--- src/rtl/decode_issue_scoreboard_pkg.sv ---
// Shared decode definitions for the decode/issue scoreboard: opcode encodings,
// architectural register aliases and the per-opcode read/write predicates.
package decode_issue_scoreboard_pkg;

    localparam int REG_W = 5;
    localparam int OPC_W = 5;

    localparam logic [OPC_W-1:0] OP_RTYPE = 5'b00000;
    localparam logic [OPC_W-1:0] OP_ADDI  = 5'b00101;
    localparam logic [OPC_W-1:0] OP_SW    = 5'b00111;
    localparam logic [OPC_W-1:0] OP_LW    = 5'b01000;
    localparam logic [OPC_W-1:0] OP_BNE   = 5'b00010;
    localparam logic [OPC_W-1:0] OP_BLT   = 5'b00110;
    localparam logic [OPC_W-1:0] OP_JR    = 5'b00100;
    localparam logic [OPC_W-1:0] OP_JAL   = 5'b00011;
    localparam logic [OPC_W-1:0] OP_SETX  = 5'b10101;
    localparam logic [OPC_W-1:0] OP_BEX   = 5'b10110;

    localparam logic [REG_W-1:0] REG_ZERO    = 5'd0;
    localparam logic [REG_W-1:0] REG_RSTATUS = 5'd30;
    localparam logic [REG_W-1:0] REG_RA      = 5'd31;

    // True when the opcode consumes the reg_S1 operand.
    function automatic logic reads_s1(input logic [OPC_W-1:0] op);
        case (op)
            OP_RTYPE, OP_ADDI, OP_SW, OP_LW, OP_BNE, OP_BLT: reads_s1 = 1'b1;
            default:                                          reads_s1 = 1'b0;
        endcase
    endfunction

    // True when the opcode consumes the reg_S2 operand.
    function automatic logic reads_s2(input logic [OPC_W-1:0] op);
        case (op)
            OP_RTYPE, OP_SW, OP_BNE, OP_BLT, OP_JR: reads_s2 = 1'b1;
            default:                                reads_s2 = 1'b0;
        endcase
    endfunction

    // True when the opcode writes the decoder's reg_D field.
    function automatic logic writes_rd(input logic [OPC_W-1:0] op);
        case (op)
            OP_RTYPE, OP_ADDI, OP_LW: writes_rd = 1'b1;
            default:                  writes_rd = 1'b0;
        endcase
    endfunction

    // Effective destination register; r0 means "no architectural write".
    function automatic logic [REG_W-1:0] eff_dest(input logic [OPC_W-1:0] op,
                                                   input logic [REG_W-1:0] reg_d);
        if (writes_rd(op)) begin
            eff_dest = reg_d;
        end else begin
            case (op)
                OP_JAL:  eff_dest = REG_RA;
                OP_SETX: eff_dest = REG_RSTATUS;
                default: eff_dest = REG_ZERO;
            endcase
        end
    endfunction

endpackage

--- src/rtl/decode_issue_scoreboard_scoreboard_counter.sv ---
// One register's in-flight writer count. Increments and up to two decrements
// net out in a single cycle; the result saturates at zero and at full scale.

module scoreboard_counter_checker (
    input logic clock,
    input logic reset,
    input logic underflow
);

    a_no_underflow: assert property (@(posedge clock) disable iff (reset) !underflow);

endmodule

module scoreboard_counter #(
    parameter int CNT_W = 2
) (
    input  logic             clock,
    input  logic             reset,
    input  logic             inc,
    input  logic             dec_a,
    input  logic             dec_b,
    output logic [CNT_W-1:0] count
);

    localparam int MAX_I = (1 << CNT_W) - 1;

    logic [CNT_W-1:0] count_r;
    logic [CNT_W-1:0] next_s;
    logic [CNT_W:0]   up_s;
    logic [CNT_W:0]   dec_s;
    logic [CNT_W:0]   diff_s;
    logic             underflow_s;

    // Net the increment against both decrements, clamping at both ends.
    always_comb begin
        up_s        = {1'b0, count_r} + {{CNT_W{1'b0}}, inc};
        dec_s       = {{CNT_W{1'b0}}, dec_a} + {{CNT_W{1'b0}}, dec_b};
        underflow_s = (up_s < dec_s);
        diff_s      = up_s - dec_s;
        if (underflow_s) begin
            next_s = {CNT_W{1'b0}};
        end else if (diff_s > MAX_I[CNT_W:0]) begin
            next_s = MAX_I[CNT_W-1:0];
        end else begin
            next_s = diff_s[CNT_W-1:0];
        end
    end

    // Count register with asynchronous clear.
    always_ff @(posedge clock or posedge reset) begin
        if (reset) begin
            count_r <= {CNT_W{1'b0}};
        end else begin
            count_r <= next_s;
        end
    end

    assign count = count_r;

    scoreboard_counter_checker u_chk (
        .clock     (clock),
        .reset     (reset),
        .underflow (underflow_s)
    );

endmodule

--- src/rtl/decode_issue_scoreboard.sv ---
// Decode-stage issue control: hazard detection against a per-register
// pending-write scoreboard and the D/X pipeline latch.
module decode_issue_scoreboard
    import decode_issue_scoreboard_pkg::*;
#(
    parameter int NUM_REGS = 32,
    parameter int CNT_W    = 2
) (
    input  logic        clock,
    input  logic        reset,
    input  logic        fd_valid,
    input  logic [31:0] fd_instruction,
    input  logic [4:0]  reg_S1,
    input  logic [4:0]  reg_S2,
    input  logic [4:0]  reg_D,
    input  logic        ex_hold,
    input  logic        flush,
    input  logic        wb_valid,
    input  logic [4:0]  wb_reg,
    output logic        stall,
    output logic        issue,
    output logic        dx_valid,
    output logic [31:0] dx_instruction,
    output logic [4:0]  dx_dest
);

    localparam logic [CNT_W-1:0] CNT_MAX  = {CNT_W{1'b1}};
    localparam logic [CNT_W-1:0] CNT_ZERO = {CNT_W{1'b0}};

    logic [CNT_W-1:0] counts_s [NUM_REGS];

    logic [OPC_W-1:0] op_s;
    logic [REG_W-1:0] dest_s;
    logic             busy_s1_s;
    logic             busy_s2_s;
    logic             busy_bex_s;
    logic             sat_s;
    logic             stall_s;
    logic             issue_s;

    logic             dx_valid_r;
    logic [31:0]      dx_instruction_r;
    logic [REG_W-1:0] dx_dest_r;

    assign counts_s[0] = CNT_ZERO;

    // Hazard detection and issue decision for the instruction in decode.
    always_comb begin
        op_s       = fd_instruction[31:27];
        dest_s     = eff_dest(op_s, reg_D);
        busy_s1_s  = reads_s1(op_s) && (reg_S1 != REG_ZERO) && (counts_s[reg_S1] != CNT_ZERO);
        busy_s2_s  = reads_s2(op_s) && (reg_S2 != REG_ZERO) && (counts_s[reg_S2] != CNT_ZERO);
        busy_bex_s = (op_s == OP_BEX) && (counts_s[REG_RSTATUS] != CNT_ZERO);
        sat_s      = (dest_s != REG_ZERO) && (counts_s[dest_s] == CNT_MAX);
        if (fd_valid && !flush &&
            (busy_s1_s || busy_s2_s || busy_bex_s || sat_s || (ex_hold && dx_valid_r))) begin
            stall_s = 1'b1;
        end else begin
            stall_s = 1'b0;
        end
        issue_s = fd_valid && !flush && !stall_s;
    end

    // D/X latch: flush beats hold, hold beats issue, otherwise insert a bubble.
    always_ff @(posedge clock or posedge reset) begin
        if (reset) begin
            dx_valid_r       <= 1'b0;
            dx_instruction_r <= 32'h0000_0000;
            dx_dest_r        <= REG_ZERO;
        end else if (flush) begin
            dx_valid_r <= 1'b0;
        end else if (ex_hold && dx_valid_r) begin
            dx_valid_r <= dx_valid_r;
        end else if (issue_s) begin
            dx_valid_r       <= 1'b1;
            dx_instruction_r <= fd_instruction;
            dx_dest_r        <= dest_s;
        end else begin
            dx_valid_r <= 1'b0;
        end
    end

    for (genvar g = 1; g < NUM_REGS; g++) begin : g_cnt
        logic inc_s;
        logic dec_wb_s;
        logic dec_fl_s;

        assign inc_s    = issue_s && (dest_s == REG_W'(g));
        assign dec_wb_s = wb_valid && (wb_reg == REG_W'(g));
        assign dec_fl_s = flush && dx_valid_r && (dx_dest_r == REG_W'(g));

        scoreboard_counter #(.CNT_W(CNT_W)) u_cnt (
            .clock (clock),
            .reset (reset),
            .inc   (inc_s),
            .dec_a (dec_wb_s),
            .dec_b (dec_fl_s),
            .count (counts_s[g])
        );
    end

    assign stall          = stall_s;
    assign issue          = issue_s;
    assign dx_valid       = dx_valid_r;
    assign dx_instruction = dx_instruction_r;
    assign dx_dest        = dx_dest_r;

endmodule

--- config.mk ---
export PLATFORM = sky130hd
export DESIGN_NAME = decode_issue_scoreboard
export DESIGN_NICKNAME = d
export VERILOG_FILES = /design/src/rtl/decode_issue_scoreboard_pkg.sv /design/src/rtl/decode_issue_scoreboard_scoreboard_counter.sv /design/src/rtl/decode_issue_scoreboard.sv
export SDC_FILE = /design/constraint.sdc
export NUM_CORES = 1
export LEC_CHECK = 0
export ABC_CLOCK_PERIOD_IN_PS = 7710
export CAP_MARGIN = 10
export CORE_ASPECT_RATIO = 1.5
export CORE_MARGIN = 8
export CORE_UTILIZATION = 30
export DETAILED_ROUTE_END_ITERATION = 12
export PLACE_DENSITY = 0.59
export SYNTH_ARGS = -nofsm -noshare
export SYNTH_HDL_FRONTEND = slang
export SYNTH_SLANG_ARGS = --single-unit
--- constraint.sdc ---
create_clock -name clock -period 7.71 [get_ports clock]
set_input_delay 1.542 -clock clock [delete_from_list [all_inputs] [get_ports clock]]
set_output_delay 1.542 -clock clock [all_outputs]
set_load 0.01 [all_outputs]
**Word-level counts from Yosys, hierarchy flattened**

Cells that the tools add are included.

- Bitwise logic cells: 5
- $add $sub $neg: 93
- Muxes and demuxes: 80
- Equality and inequality tests: 104
- Reduce and logical (&&, ||, !) cells: 121
- $lt $le $gt $ge: 65

Operator list:

| operator | count |
|---|---|
| equality test 5 bit (second input constant) | 50 |
| 2-to-1 mux 2 bit | 68 |
| equality test 5 x 4 -> 1 bit (second input constant) | 25 |
| logical AND 1 bit | 104 |
| adder 2 x 1 -> 3 bit | 31 |
| > comparator 3 x 2 -> 1 bit (second input constant) | 31 |
| less-than comparator 3 bit | 31 |
| subtractor 3 bit | 31 |
| equality test 5 x 3 -> 1 bit (second input constant) | 16 |
| adder 1 x 1 -> 2 bit | 31 |
| equality test 5 x 2 -> 1 bit (second input constant) | 8 |
| binary-select mux 2 bit (select 5 bit) | 3 |
| >= comparator 6 bit (second input constant) | 3 |
| NOT 5 -> 6 bit | 3 |
| equality test 5 x 1 -> 1 bit (second input constant) | 3 |
| nonzero test 5 bit | 3 |
| case mux 5 bit (2 select lines) | 1 |
| 2-to-1 mux 1 bit | 7 |
| nonzero test 2 bit | 3 |
| OR reduction 6 bit | 1 |
| zero test 5 bit | 1 |
| 2-to-1 mux 5 bit | 1 |
| OR reduction 5 bit | 1 |
| logical OR 1 bit | 4 |
| other kinds (6) | 8 |

- Flip-flop bits (word level): 100
- Logic and storage cells: 502

**Depth between registers and ports, before layout**

- Depth after elaboration: 22
- Gate-level depth with buffers: 20
- Gate-level depth less buffers: 16

**By module**

A second synthesis with hierarchy kept.

- Cell total of the unflattened synthesis: 1083
- Area total of the unflattened synthesis: 10665.2 µm²

Modules (own cells, without submodules):

| module | cells each | instances | sequential area each (µm²) | area an instance (µm²) |
|---|---|---|---|---|
| scoreboard_counter (g_cnt[16].u_cnt ...) | 20 | 25 | 50.0 | 219.0 |
| decode_issue_scoreboard | 469 | 1 | 950.9 | 3937.5 |
| scoreboard_counter (g_cnt[10].u_cnt ...) | 19 | 6 | 50.0 | 209.0 |

**Least setup slack after synthesis**

OpenSTA, ideal clock, no wires.

- Path type: input-to-output
- Start: in fd_instruction[29]
- End: out issue
- Stages: 10
- Data required time: 6.168 ns
- Path slack: 2.442 ns
- Data arrival time: 3.726 ns
- Cells stage by stage: buf_2 -> or4b_4 -> o22ai_4 -> nor2_2 -> o2111a_1 -> o21a_1 -> a2111o_1 -> nand4b_4 -> buf_2 -> inv_1

- Word-level cells in the longest chain between the ends: 16
- Elaborated cells on any way between the ends: 38

Ends and longest elaborated chain:

| element | line | source |
|---|---|---|
| from (decl) | decode_issue_scoreboard.sv:12 | `input logic [31:0] fd_instruction,` |
| equality test 5 x 3 -> 1 bit, or another cell as far along | decode_issue_scoreboard_pkg.sv:25, decode_issue_scoreboard_pkg.sv:41 |  |
| OR reduction 3 bit | decode_issue_scoreboard_pkg.sv:41 | `case (op)` |
| 2-to-1 mux 1 bit | decode_issue_scoreboard_pkg.sv:41 |  |
| 2-to-1 mux 5 bit | decode_issue_scoreboard_pkg.sv:50 | `if (writes_rd(op)) begin` |
| NOT 5 -> 6 bit (implied by the code) | decode_issue_scoreboard.sv:54 | `sat_s = (dest_s != REG_ZERO) && (counts_s[dest_s] == CNT_MAX);` |
| binary-select mux 2 bit (select 5 bit) | decode_issue_scoreboard.sv:54 |  |
| 2-to-1 mux 2 bit (implied by the code) (2 in series) | decode_issue_scoreboard.sv:54 |  |
| equality test 2 bit | decode_issue_scoreboard.sv:54 |  |
| logical AND 1 bit | decode_issue_scoreboard.sv:54 |  |
| logical OR 1 bit (*) (2 in series) | decode_issue_scoreboard.sv:56 | `(busy_s1_s \|\| busy_s2_s \|\| busy_bex_s \|\| sat_s \|\| (ex_hold && dx_valid_r))) begin` |
| logical AND 1 bit (*) | decode_issue_scoreboard.sv:55 | `if (fd_valid && !flush &&` |
| 2-to-1 mux 1 bit (*) | decode_issue_scoreboard.sv:55 |  |
| zero test 1 bit (*) | decode_issue_scoreboard.sv:61 | `issue_s = fd_valid && !flush && !stall_s;` |
| logical AND 1 bit (*) | decode_issue_scoreboard.sv:61 |  |
| to (decl) | decode_issue_scoreboard.sv:21 | `output logic issue,` |

Mark *: on every way between the ends. The rest lies on a longest branch, timed or not. The select of a mux whose other input is x is not followed.

**Worst setup path in the final report**

- Start: in fd_instruction[31]
- End: out stall

- Word-level cells in the longest chain between the ends: 14
- Elaborated cells on any way between the ends: 36

Ends and longest elaborated chain:

| element | line | source |
|---|---|---|
| equality test 5 x 3 -> 1 bit, or another cell as far along | decode_issue_scoreboard_pkg.sv:25, decode_issue_scoreboard_pkg.sv:41 |  |
| OR reduction 3 bit | decode_issue_scoreboard_pkg.sv:41 |  |
| 2-to-1 mux 1 bit | decode_issue_scoreboard_pkg.sv:41 |  |
| 2-to-1 mux 5 bit | decode_issue_scoreboard_pkg.sv:50 |  |
| NOT 5 -> 6 bit (implied by the code) | decode_issue_scoreboard.sv:54 |  |
| binary-select mux 2 bit (select 5 bit) | decode_issue_scoreboard.sv:54 |  |
| 2-to-1 mux 2 bit (implied by the code) (2 in series) | decode_issue_scoreboard.sv:54 |  |
| equality test 2 bit | decode_issue_scoreboard.sv:54 |  |
| logical AND 1 bit | decode_issue_scoreboard.sv:54 |  |
| logical OR 1 bit (*) (2 in series) | decode_issue_scoreboard.sv:56 |  |
| logical AND 1 bit (*) | decode_issue_scoreboard.sv:55 |  |
| 2-to-1 mux 1 bit (*) | decode_issue_scoreboard.sv:55 |  |
| to (decl) | decode_issue_scoreboard.sv:20 | `output logic stall,` |

Marked as above.

==> metrics.txt <==
# TYPE chip_impl_metric gauge
chip_impl_metric{name="route.antenna.remaining_nets",unit=""} 0
chip_impl_metric{name="drtIter0Drc",unit=""} 524
chip_impl_metric{name="total_number_of_nets_in_the_final_design",unit=""} 1366
chip_impl_metric{name="place_worst_setup_slack",unit="ns"} 0.840
chip_impl_metric{name="timing.final.hold_violations",unit=""} 0
chip_impl_metric{name="synth_cell_types",unit=""} 64
chip_impl_metric{name="min_period",unit="ns"} 6.77
chip_impl_metric{name="mapped_area",unit="um2"} 9650
chip_impl_info{name="yosys-top-cells-count",value="sky130_fd_sc_hd__inv_1 (153), sky130_fd_sc_hd__ha_1 (124), sky130_fd_sc_hd__dfrtp_1 (100)"} 1
chip_impl_metric{name="cap_violations",unit=""} 0
chip_impl_metric{name="htree_num_levels",unit=""} 3
chip_impl_metric{name="drv_slew",unit=""} 0
chip_impl_metric{name="max_slew.worst_pin.slew",unit="ns"} 0.922
chip_impl_metric{name="r2r.worst_path.cells",unit=""} 15
chip_impl_metric{name="floorplan.rows",unit=""} 80
chip_impl_metric{name="drt_pre_antenna_iters",unit=""} 7
chip_impl_metric{name="worst_slew_margin_rel",unit="%"} 38.3
chip_impl_metric{name="post_drt_wl_per_cell",unit="um"} 19.0
chip_impl_metric{name="clkTransAtPathRegs",unit="ns"} 0.07
chip_impl_metric{name="power_frac_clock",unit="%"} 19.5
chip_impl_metric{name="flop2flop_setup_slack",unit="ns"} 3.02
chip_impl_metric{name="critical_path_peak_fanout",unit=""} 17
chip_impl_info{name="hold_class",value="reg -> reg"} 1
chip_impl_metric{name="fp.coreArea",unit="um2"} 31700
chip_impl_metric{name="synthesis_warning_total",unit=""} 0
chip_impl_metric{name="worst_skew_pair.late_latency",unit="ns"} 0.38
chip_impl_metric{name="internal_power",unit="uW"} 1520
chip_impl_metric{name="power.net_switching",unit="uW"} 1030
chip_impl_metric{name="final.period_utilization",unit="%"} 87.8
chip_impl_metric{name="finClkSkew",unit="ns"} 0.00869
chip_impl_info{name="synth.area.top_cells",value="sky130_fd_sc_hd__dfrtp_1 (26%), sky130_fd_sc_hd__ha_1 (16%), sky130_fd_sc_hd__fa_1 (13%), sky130_fd_sc_hd__inv_1 (5.9%), sky130_fd_sc_hd__a21oi_1 (5.1%)"} 1
chip_impl_metric{name="overflow",unit=""} 0
chip_impl_metric{name="numPortBuffers",unit=""} 97
chip_impl_metric{name="post_cts_hold_buffer_count",unit=""} 0
chip_impl_metric{name="layout_setup_ws",unit="ns"} 0.937
chip_impl_metric{name="number_of_resized_instances_in_the_post_cts_repair_step",unit=""} 0
chip_impl_metric{name="syn-instance-count",unit=""} 1038
chip_impl_metric{name="synth-edff-count",unit=""} 0
chip_impl_metric{name="die_height",unit="um"} 236
chip_impl_metric{name="avg_vias_per_cell",unit=""} 5.25
chip_impl_metric{name="totalNegativeSetupSlack",unit="ns"} 0
chip_impl_info{name="startpoint_type",value="input pin"} 1
chip_impl_metric{name="global_route_wire_length_before_repair",unit="um"} 46100
chip_impl_metric{name="clock.fmax",unit="MHz"} 148
chip_impl_metric{name="antenna_cells",unit=""} 0
chip_impl_metric{name="drive_above_1_share",unit="%"} 4.17
chip_impl_metric{name="worst_ir_drop_vdd",unit="V"} 0.0000917
chip_impl_info{name="cts_tree",value="yes"} 1
chip_impl_metric{name="post_synth_net_total",unit=""} 1282
chip_impl_metric{name="wl",unit="um"} 29200
chip_impl_metric{name="postCtsSetupRepairBufs",unit=""} 0
chip_impl_metric{name="fin_total_pwr",unit="uW"} 2560
chip_impl_metric{name="remaining_drc_errors",unit=""} 0
chip_impl_info{name="reg2reg_from",value="g_cnt[26].u_cnt.count[1]"} 1
chip_impl_info{name="yosysMostFrequentCell",value="sky130_fd_sc_hd__inv_1"} 1
chip_impl_metric{name="critical_path_required",unit="ns"} 6.17
chip_impl_metric{name="fp.dieArea",unit="um2"} 38300
chip_impl_metric{name="pwr_density_cell",unit="nW/um2"} 225
chip_impl_info{name="clk_root_buffer_cell",value="sky130_fd_sc_hd__clkbuf_16"} 1
chip_impl_metric{name="placed_area",unit="um2"} 11000
chip_impl_metric{name="largest_net_degree_at_the_start_of_global_routing",unit=""} 58
chip_impl_metric{name="power.static_leakage",unit="uW"} 0.00492
chip_impl_metric{name="clock_path_buffers",unit=""} 2
chip_impl_info{name="r2r-end",value="g_cnt[28].u_cnt.count[1]"} 1
chip_impl_metric{name="hold_path_depth",unit=""} 1
chip_impl_info{name="holdCritStartpoint",value="dx_instruction[0]"} 1
chip_impl_info{name="post-synth-top-area-cell",value="sky130_fd_sc_hd__dfrtp_1"} 1
chip_impl_info{name="worstSetupStartpoint",value="fd_instruction[31]"} 1
chip_impl_metric{name="setup_viol",unit=""} 0
chip_impl_metric{name="sw_frac_of_total",unit="%"} 40.4
chip_impl_metric{name="first_global_vias",unit=""} 8413
chip_impl_metric{name="synth_largest_type_area_fraction",unit="%"} 25.9
chip_impl_metric{name="routed_via_count",unit=""} 8065
chip_impl_metric{name="async_reset_ff_share",unit="%"} 100
chip_impl_metric{name="clkSinkCount",unit=""} 100
chip_impl_info{name="dominantRegCellSynth",value="sky130_fd_sc_hd__dfrtp_1"} 1
chip_impl_metric{name="detailedPlacementHpwl",unit="um"} 23900
chip_impl_metric{name="cts_made_buffers",unit=""} 9
chip_impl_metric{name="seq_power_share",unit="%"} 36.9
chip_impl_metric{name="boundaryPins",unit=""} 98
chip_impl_metric{name="post_synth.cell_area_avg",unit="um2"} 9.30
chip_impl_info{name="critical_path_class",value="in -> out"} 1
chip_impl_info{name="crit_path_end_kind",value="output pin"} 1
chip_impl_metric{name="relative_contribution_of_combinational_cells_to_total_power",unit="%"} 43.6
chip_impl_metric{name="synth-seq-cells",unit=""} 100
chip_impl_metric{name="fp.dieW",unit="um"} 162
chip_impl_info{name="run_status",value="finished clean"} 1
chip_impl_metric{name="layout-area-overhead-vs-synth",unit="%"} 17.5
chip_impl_metric{name="initial_utilization",unit="%"} 30.4
chip_impl_metric{name="cp.arrival",unit="ns"} 5.23
chip_impl_metric{name="seq_area_frac_synth",unit="%"} 25.9
chip_impl_info{name="rsz_0062_raised_after_global_routing",value="false"} 1
chip_impl_info{name="holdPathEnd",value="dx_instruction[0]"} 1
chip_impl_metric{name="globalplace.congestion",unit=""} 0.907
chip_impl_metric{name="antenna_found_initial",unit=""} 0
chip_impl_metric{name="final_design_area_no_fill",unit="um2"} 11300
chip_impl_metric{name="gr-usage-all-layers",unit="%"} 15.6
-- registers in the layout, summed over array words and instances, names as in the netlist --
signal,flops
dx_dest,5
dx_instruction,32
dx_valid,1
g_cnt.u_cnt.count,62
-- how the worst max path moves through the flow --
stage                          endpoint  cells past startpoint
6_report                          stall                      9
3_3_place_gp   g_cnt[28].u_cnt.count[1]                     16
2_1_floorplan                     issue                     10
4_1_cts                           stall                      9
5_1_grt                           stall                      9
3_5_place_dp   g_cnt[28].u_cnt.count[1]                     16
-- cells in the final DEF, fill, tap and decap left out, drive strengths merged, types with 3 or more instances in the layout --
cell           instances
xor2                  22
o2111a                 5
o21a                   3
o2111ai                3
o21ai                 40
o32ai                 13
or3                    3
mux4                   9
inv                  155
buf                    9
a21oi                 98
nor2b                 28
ha                   124
nor2                  96
a211oi                 5
fa                    62
clkbuf                10
nand2                 35
a31oi                  3
nand2b                13
dfrtp                100
o211ai                 6
nand3                 11
o22ai                  3
mux2                  37
a221oi                17
nor3                  61
nand4                 15
clkdlybuf4s50         97
a211o                  3
-- power groups by stage --
stage / sequential (uW) / clock, uW / combinational [uW]
global route: 978 / 529 / 1260
floorplan: 897 / 0 / 723
global placement: 951 / 0 / 1090
finish: 943 / 498 / 1120
detailed placement: 951 / 0 / 1120
CTS: 943 / 515 / 1130
-- kinds of logic (layout without fill, tap and decap cells) --
group,Yosys count,count (layout),synth area share (%)
AND/OR/NAND/NOR,277,277,14.2
AO/OA/AOI/OAI,218,218,14.5
flip-flops,100,100,25.9
XOR/XNOR,23,23,2.09
multiplexers,48,48,6.62
adder cells (fa/ha/maj),186,186,28.9
buffers and inverters,186,275,7.74
-- area by class of cell --
cell class                 count  area [um2]
fill                        3200       20400
multi-input combinational    752        6400
clock buffer                  10         239
sequential                   100        2500
timing repair buffer         106        1040
inverter                     153         577
clock inverter                 6        70.1
tap                          410         513
-- stage by stage --
| stage | hold slack [ns] | instances | util (%) |
|---|---|---|---|
| after floorplan | 0.534 | 1038 | - |
| after global placement | 0.474 | 1521 | 34.8 |
| after detailed placement | 0.481 | 1521 | 34.8 |
| after CTS | 0.498 | 1537 | 35.7 |
| after global routing | 0.516 | 1537 | 35.7 |
| final | 0.492 | 1537 | 35.7 |
-- layer usage --
metal,global-route usage [%],wire length (um),up-vias
met1,16.4,10600,3981
met5,0,0,-
met4,11.6,2020,0
met2,28.1,15500,206
met3,1.86,1060,85
li1,-,-,3793
-- worst max-delay path, stage by stage --
cell	delay, ns
sky130_fd_sc_hd__clkdlybuf4s50_1	0.68
sky130_fd_sc_hd__or4b_4	0.63
sky130_fd_sc_hd__o22a_1	0.43
sky130_fd_sc_hd__a21oi_1	0.29
sky130_fd_sc_hd__a21oi_1	0.07
sky130_fd_sc_hd__o21a_1	0.20
sky130_fd_sc_hd__a2111o_1	0.40
sky130_fd_sc_hd__a31oi_1	0.36
sky130_fd_sc_hd__clkdlybuf4s50_1	0.62
Power figures use the tool's default switching activity.
